File: src/rtl/player_motion_ctl.sv
// Sprite motion controller: per-frame horizontal stepping plus a jump/gravity state machine.
// Latency: updates happen on the vsync rising-edge cycle and are visible on outputs the next cycle.
// Backpressure: none; inputs are level-sampled, and a jump edge is held only until the next frame tick.
module player_motion_ctl #(
    parameter int X_INIT  = 376,
    parameter int X_MIN   = 0,
    parameter int X_MAX   = 752,
    parameter int Y_FLOOR = 536,
    parameter int STEP    = 4,
    parameter int JUMP_V  = 16,
    parameter int GRAVITY = 1,
    parameter int V_MAX   = 16
) (
    input  logic        clk,
    input  logic        rst_n,
    input  logic        vsync_in,
    input  logic        left,
    input  logic        right,
    input  logic        up,
    output logic [11:0] x_pos,
    output logic [11:0] y_pos,
    output logic [1:0]  state
);

    typedef enum logic [1:0] {
        GROUND = 2'b00,
        RISE   = 2'b01,
        FALL   = 2'b10,
        UNUSED = 2'b11
    } motion_t;

    localparam logic [11:0] X_INIT_V  = 12'(X_INIT);
    localparam logic [11:0] X_MIN_V   = 12'(X_MIN);
    localparam logic [11:0] X_MAX_V   = 12'(X_MAX);
    localparam logic [11:0] Y_FLOOR_V = 12'(Y_FLOOR);
    localparam logic [11:0] STEP_V    = 12'(STEP);
    localparam logic [7:0]  JUMP_V8   = 8'(JUMP_V);
    localparam logic [7:0]  GRAV_V8   = 8'(GRAVITY);
    localparam logic [7:0]  VMAX_V8   = 8'(V_MAX);

    motion_t     st_q;
    motion_t     st_d;
    logic [11:0] x_d;
    logic [11:0] y_d;
    logic [7:0]  vel_q;
    logic [7:0]  vel_d;
    logic        vs_d;
    logic        up_d;
    logic        jump_req;
    logic        tick;
    logic [12:0] y_sum;
    logic [8:0]  vel_sum;

    // One tick per frame: the cycle vsync goes high (reset clears vs_d, so a high level at release counts).
    assign tick  = vsync_in & ~vs_d;
    assign state = st_q;

    // Edge-detect history and the single-frame jump request latch.
    always_ff @(posedge clk or negedge rst_n) begin
        if (!rst_n) begin
            vs_d     <= 1'b0;
            up_d     <= 1'b0;
            jump_req <= 1'b0;
        end else begin
            vs_d <= vsync_in;
            up_d <= up;
            if (tick) begin
                jump_req <= 1'b0;
            end else if (up && !up_d) begin
                jump_req <= 1'b1;
            end
        end
    end

    // Next-state for position, velocity and motion state; everything holds except on a tick.
    always_comb begin
        st_d    = st_q;
        x_d     = x_pos;
        y_d     = y_pos;
        vel_d   = vel_q;
        // Widened sums so the floor and velocity-cap comparisons cannot wrap.
        y_sum   = {1'b0, y_pos} + {5'b0, vel_q};
        vel_sum = {1'b0, vel_q} + {1'b0, GRAV_V8};

        if (tick) begin
            // Horizontal motion applies in every vertical state; conflicting keys cancel.
            if (left && !right) begin
                if ({1'b0, x_pos} < ({1'b0, X_MIN_V} + {1'b0, STEP_V})) begin
                    x_d = X_MIN_V;
                end else begin
                    x_d = x_pos - STEP_V;
                end
            end else if (right && !left) begin
                if (({1'b0, x_pos} + {1'b0, STEP_V}) > {1'b0, X_MAX_V}) begin
                    x_d = X_MAX_V;
                end else begin
                    x_d = x_pos + STEP_V;
                end
            end

            case (st_q)
                GROUND: begin
                    // Launch only from the ground; y moves starting next frame.
                    if (jump_req) begin
                        vel_d = JUMP_V8;
                        st_d  = RISE;
                    end
                end
                RISE: begin
                    if (y_pos < {4'b0, vel_q}) begin
                        // Would cross the top of the screen: pin to 0 and start falling.
                        y_d   = '0;
                        vel_d = '0;
                        st_d  = FALL;
                    end else begin
                        y_d = y_pos - {4'b0, vel_q};
                        if (vel_q <= GRAV_V8) begin
                            vel_d = '0;
                            st_d  = FALL;
                        end else begin
                            vel_d = vel_q - GRAV_V8;
                        end
                    end
                end
                FALL: begin
                    if (y_sum >= {1'b0, Y_FLOOR_V}) begin
                        y_d   = Y_FLOOR_V;
                        vel_d = '0;
                        st_d  = GROUND;
                    end else begin
                        y_d   = y_sum[11:0];
                        vel_d = (vel_sum > {1'b0, VMAX_V8}) ? VMAX_V8 : vel_sum[7:0];
                    end
                end
                default: begin
                    // Illegal encoding: fall back to gravity so the sprite lands cleanly.
                    st_d = FALL;
                end
            endcase
        end
    end

    // Registered outputs and velocity.
    always_ff @(posedge clk or negedge rst_n) begin
        if (!rst_n) begin
            x_pos <= X_INIT_V;
            y_pos <= Y_FLOOR_V;
            vel_q <= '0;
            st_q  <= GROUND;
        end else begin
            x_pos <= x_d;
            y_pos <= y_d;
            vel_q <= vel_d;
            st_q  <= st_d;
        end
    end

endmodule

File: config.mk
export PLATFORM = sky130hd
export DESIGN_NAME = player_motion_ctl
export DESIGN_NICKNAME = d
export VERILOG_FILES = /design/src/rtl/player_motion_ctl.sv
export SDC_FILE = /design/constraint.sdc
export NUM_CORES = 1
export LEC_CHECK = 0
export ABC_CLOCK_PERIOD_IN_PS = 6400
export CORE_MARGIN = 8
export CORE_UTILIZATION = 63
export DETAILED_ROUTE_END_ITERATION = 8
export PLACE_DENSITY = 0.86
export SYNTH_ARGS = -nofsm -noshare
export SYNTH_HDL_FRONTEND = slang
export SYNTH_SLANG_ARGS = --single-unit
File: constraint.sdc
create_clock -name clk -period 6.4 [get_ports clk]
set_clock_uncertainty 0.1 [all_clocks]
set_input_delay 1.28 -clock clk [delete_from_list [all_inputs] [get_ports clk]]
set_output_delay 1.28 -clock clk [all_outputs]
set_load 0.03 [all_outputs]
; After elaboration in Yosys (flattened, before gate mapping)
; Index checks and enable logic that the tools add are counted.
[word_totals]
regBits = 37
latchBits = 0
ram_bits = 0
romBits = 0
input_bits = 6
out_inout_bits = 26
wordCells = 62
mem_count = 0
[op_classes]
n_addsub = 7
mul = 0
n_div = 0
magnitude_cmp = 6
n_eq_ne = 5
shift = 0
n_mux = 20
n_bitwise = 2
reduce_logical = 15
[op_table]
columns = operator, count
row1 = 12-bit 2-to-1 mux, 6
row2 = 8-bit 2-to-1 mux, 5
row3 = 12-bit one-hot mux with 2 select lines, 1
row4 = 8-bit one-hot mux with 3 select lines, 1
row5 = 12-bit by 3-bit adder with 13-bit output (second input constant), 1
row6 = 12-bit by 8-bit adder with 13-bit output, 1
row7 = 13-bit by 10-bit >= comparator with 1-bit output (second input constant), 1
row8 = 13-bit by 10-bit > comparator with 1-bit output (second input constant), 1
row9 = 12-bit by 3-bit adder with 12-bit output (second input constant), 1
row10 = 12-bit by 3-bit < comparator with 1-bit output (second input constant), 1
row11 = 12-bit by 8-bit < comparator with 1-bit output, 1
row12 = 12-bit by 3-bit subtractor with 12-bit output (second input constant), 1
row13 = 12-bit by 8-bit subtractor with 12-bit output, 1
row14 = 8-bit by 1-bit adder with 9-bit output (second input constant), 1
row15 = 9-bit by 5-bit > comparator with 1-bit output (second input constant), 1
row16 = 8-bit by 1-bit less-or-equal comparator with 1-bit output (second input constant), 1
row17 = 2-bit 2-to-1 mux, 4
row18 = 8-bit by 1-bit subtractor with 8-bit output (second input constant), 1
row19 = 2-bit one-hot mux with 3 select lines, 1
row20 = 2-bit nonzero test, 3
row21 = 2-bit inequality test (second input constant), 2
row22 = 2-bit AND reduction, 2
row23 = 4-bit AND reduction, 1
row24 = 1-bit logical AND, 3
row25 = other kinds (10), 13

; Depth between registers and ports, before layout
[depth]
ltp_word = 5
depth_mapped = 12
depth_no_buf = 11

; Least setup slack after synthesis
; Ideal clock, no wire load.
[synth_timing]
path_kind = flip-flop to flip-flop
startpoint = reg vel_q[1]
endpoint = reg st_q[0], in the netlist state[0]
setup_ps = 128
arrival_time_ps = 2808
t_required_ps = 6172
path_slack_ps = 3364
stages_incl_launch_ff = 12
path_buffers = 1
cell_sequence = dfrtp_1 inv_1 ha_1 nor3b_1 or3_1 buf_2 a211o_1 xnor2_2 nor4bb_4 o21ai_4 nand3_2 mux2_1
[synth_between]
elab_chain_len = 4
word_cells_on_any_way = 9
classes_between = add/sub: 1 / order compare: 3 / eq/ne: 2 / mux: 2 / reduce/logical: 1
[synth_lines]
columns = item, line
row1 = "start, declared", 45  ; logic [7:0] vel_q;
row2 = "start signal, assigned", 153  ; vel_q <= vel_d;
row3 = 12-bit by 8-bit adder with 13-bit output, 82  ; y_sum = {1'b0, y_pos} + {5'b0, vel_q};
row4 = 13-bit by 10-bit >= comparator with 1-bit output, 126  ; if (y_sum >= {1'b0, Y_FLOOR_V}) begin
row5 = 2-bit inequality test (no source line), -
row6 = 4-bit AND reduction (no source line), -
row7 = "end signal, assigned", 154  ; st_q <= st_d;
row8 = "end, declared", 41  ; motion_t st_q;
; Parallel ways exist; a longest one is shown, timed or not.
; A chain may end at the register's enable or synchronous reset.

; Worst setup path after layout
[layout_timing]
startpoint = reg vel_q[4]
endpoint = reg st_q[1], in the netlist state[1]
; The elaborated chain is that of the path after synthesis.

==> flow_metrics.env <==
export IMPL_syn_avg_cell_area_um2=7.88
export IMPL_grt_use_met3=0.0466
export IMPL_tns_ps=0
export IMPL_cts_tree="built"
export IMPL_pwr_share_clk=0.113
export IMPL_crit_slowest_cell="dfrtp_1"
export IMPL_clock_fmax_mhz=282
export IMPL_cts_hold_fix_buffers=0
export IMPL_fillers=443
export IMPL_async_reset_ff_frac=1.00
export IMPL_hold_viol=0
export IMPL_synth_top_area_share=0.195
export IMPL_die_w_um=90.1
export IMPL_ys_seq_area_frac=0.256
export IMPL_grt_busiest_layer="met2"
export IMPL_clk_pin_slew_ps=80
export IMPL_status="complete, no violations"
export IMPL_worstPathCellList="inv_1 > ha_1 > nor3b_1 > a2111oi_0 > o211ai_1 > a21oi_1 > nor4bb_4 > o21ai_4 > nand3_2 > mux2_1"
export IMPL_final_area_um2=3880
export IMPL_slowest_delay_ps=530
export IMPL_initial_utilization=0.640
export IMPL_required_ps=6490
export IMPL_p_int_mw=1.04
export IMPL_dp_cells=520
export IMPL_post_cts_buffers=0
export IMPL_synthTopCellsByCount="nor2_1 (43), a21oi_1 (35), nand2_1 (35), o21ai_0 (35), inv_1 (30)"
export IMPL_slew_violations=0
export IMPL_vias=3421
export IMPL_final_cell_count_no_fill=528
export IMPL_worstSetupPathType="reg2reg"
export IMPL_worst_ep_arrival_time_ps=3630
export IMPL_std_cell_rows=27
export IMPL_diodes=0
export IMPL_regArea_um2=886
export IMPL_worstPathMaxFanout=11
export IMPL_gp_congestion=0.937
export IMPL_cts_inserted_buffers=5
export IMPL_fin_crit_sh=0.554
export IMPL_fp_dieArea_um2=8120
export IMPL_relSlewSlack=0.384
export IMPL_yosys_top_cells_area="dfrtp_1 (20%), ha_1 (9.8%), dfstp_2 (6.1%)"
export IMPL_holdWs_ps=412
export IMPL_hold_path_endpoint="jump_req"
export IMPL_r2r_cells=10
export IMPL_worstSetupEndpointType="flip-flop"
export IMPL_cts_sinks=35
export IMPL_drt_first_pass_iters=5
export IMPL_drt_iter0_drc=331
export IMPL_grtUsageTotal=0.233
export IMPL_ys_ff_latch=35
export IMPL_core_area_um2=5410
export IMPL_cts_buffer_depth=2
export IMPL_cp_top_family="compound AO/OA/AOI/OAI gates"
export IMPL_setup_viol=0
export IMPL_max_cap_violations=0
export IMPL_syn_area_um2=3460
export IMPL_share_comb_of_total_power=0.669
export IMPL_htree_levels=2
export IMPL_p_per_area_nw_per_um2=561
export IMPL_worst_pin_slew_ps=921
export IMPL_grt_max_degree=36
export IMPL_final_nets=490
export IMPL_viasPerCell=6.48
export IMPL_start_kind="flip-flop"
export IMPL_total_power_mw=2.18
export IMPL_p_seq_frac=0.218
export IMPL_ys_warn_count=0
export IMPL_wl_mm=9.42
export IMPL_switching_power_mw=1.14
export IMPL_final_layout_size_suffix_gt1_frac=0.0789
export IMPL_min_delay_path_depth=2
export IMPL_synth_most_common_cell="nor2_1"
export IMPL_grt_pass1_wl_mm=15.9
export IMPL_rsz0062_at_grt="false"
export IMPL_swShare=0.524
export IMPL_leakage_nw=1.58
export IMPL_port_buffers=29
export IMPL_finalCoreUtilization=0.718
export IMPL_cts_repair_resize_count=0
export IMPL_min_period_ps=3550
export IMPL_area_growth_pct=12.2
export IMPL_antenna_found_initial=0
export IMPL_synth_top_cell_by_area="dfrtp_1"
export IMPL_rrSetupSlack_ps=2850
export IMPL_hold_class="reg2reg"
export IMPL_setup_ws_ps=2850
export IMPL_placed_area_um2=3750
export IMPL_synthFlopType="dfrtp_1"
export IMPL_first_global_vias=3336
export IMPL_rr_startpoint="vel_q[4]"
export IMPL_grt_util_met1=0.285
export IMPL_fp_dieH_um=90.1
export IMPL_clkLatencyLatePin_ps=300
export IMPL_crit_buf_inv=1
export IMPL_final_antenna_net_count=0
export IMPL_hpwl_mm=6.92
export IMPL_syn_instance_count=439
export IMPL_cts_root_buf="clkbuf_8"
export IMPL_cp_depth=10
export IMPL_ioPinCount=32
export IMPL_use_met2=0.379
export IMPL_crit_path_start="vel_q[4]"
export IMPL_multi_input_area_um2=2370
export IMPL_pre_cts_ws_ps=2700
export IMPL_grt_overflow_total=0
export IMPL_ys_types=71
export IMPL_wl_per_cell_um=17.8
export IMPL_hp_start="up_d"
export IMPL_r2r_end="state[1]"
export IMPL_synth_edf_count=0
export IMPL_drc_errors=0
export IMPL_ir_drop_mv=0.298
[power by group through the flow]
stage | registers [mW] | logic (mW) | clock network, mW
floorplan | 0.525 | 0.981 | 0
global placement | 0.468 | 1.38 | 0
finish | 0.474 | 1.46 | 0.247
detailed placement | 0.472 | 1.42 | 0
global route | 0.490 | 1.59 | 0.257
CTS | 0.469 | 1.43 | 0.249
[logic make-up after synthesis]
| kind of cell | Yosys count | synth area share |
|---|---|---|
| fa+ha+maj | 29 | 0.109 |
| mux | 4 | 0.0123 |
| buf+inv | 51 | 0.0593 |
| flops | 35 | 0.256 |
| xor+xnor | 9 | 0.0304 |
| compound gates | 150 | 0.294 |
| other cells | 1 | 0.00108 |
| simple gates | 160 | 0.237 |
[tightest hold or removal path, cell delays in order (launching register included)]
cell	delay (ps)
dfrtp_1	320
nand2b_1	90
a21oi_1	60
[registers in the layout (all words and copies together), names as in the netlist]
name,flops
up_d,1
state,2
vs_d,1
x_pos,10
jump_req,1
y_pos,12
vel_q,8
[layout make-up]
| cell class | count | area share |
|---|---|---|
| Inverter | 30 | 0.0290 |
| Clock inverter | 3 | 0.0174 |
| Timing Repair Buffer | 29 | 0.0735 |
| Sequential cell | 35 | 0.228 |
| Clock buffer | 5 | 0.0177 |
| Multi-Input combinational cell | 354 | 0.611 |
| Tap cell | 72 | 0.0232 |
[cell usage in the layout, fill, tap and decap left out, types with 3 or more instances in the layout]
cell and instances:
o21a_1 7, nor3b_1 7, nor3_1 13, dfstp_2 8, ha_1 27, a31oi_1 11
clkbuf_8 5, o211ai_1 5, a211oi_1 5, xnor2_1 5, dfrtp_1 27, nor4_1 5
and2_1 3, a211o_1 5, clkdlybuf4s50_1 28, nor2b_1 11, a21o_1 4, nor2_1 43
o22ai_1 4, nand3_1 15, nand2_1 35, and3_1 3, o21ai_0 35, inv_1 30
o31ai_1 6, nand2b_1 8, or3_1 3, a21oi_1 35
[layer usage]
layer  vias up  routed length (um)
met5         -                   0
met3        27                 631
met4         0                 275
met2       148                4570
li1       1623                   -
met1      1623                3940
[how the worst max path moves through the flow]
stage / end / slack, ps
final: state[1] / 2850
after global routing: vel_q[3] / 2720
after CTS: state[1] / 2940
after detailed placement: vel_q[2] / 2700
after global placement: vel_q[2] / 2840
after floorplan: state[0] / 3360
(Power assumes the default switching activity.)
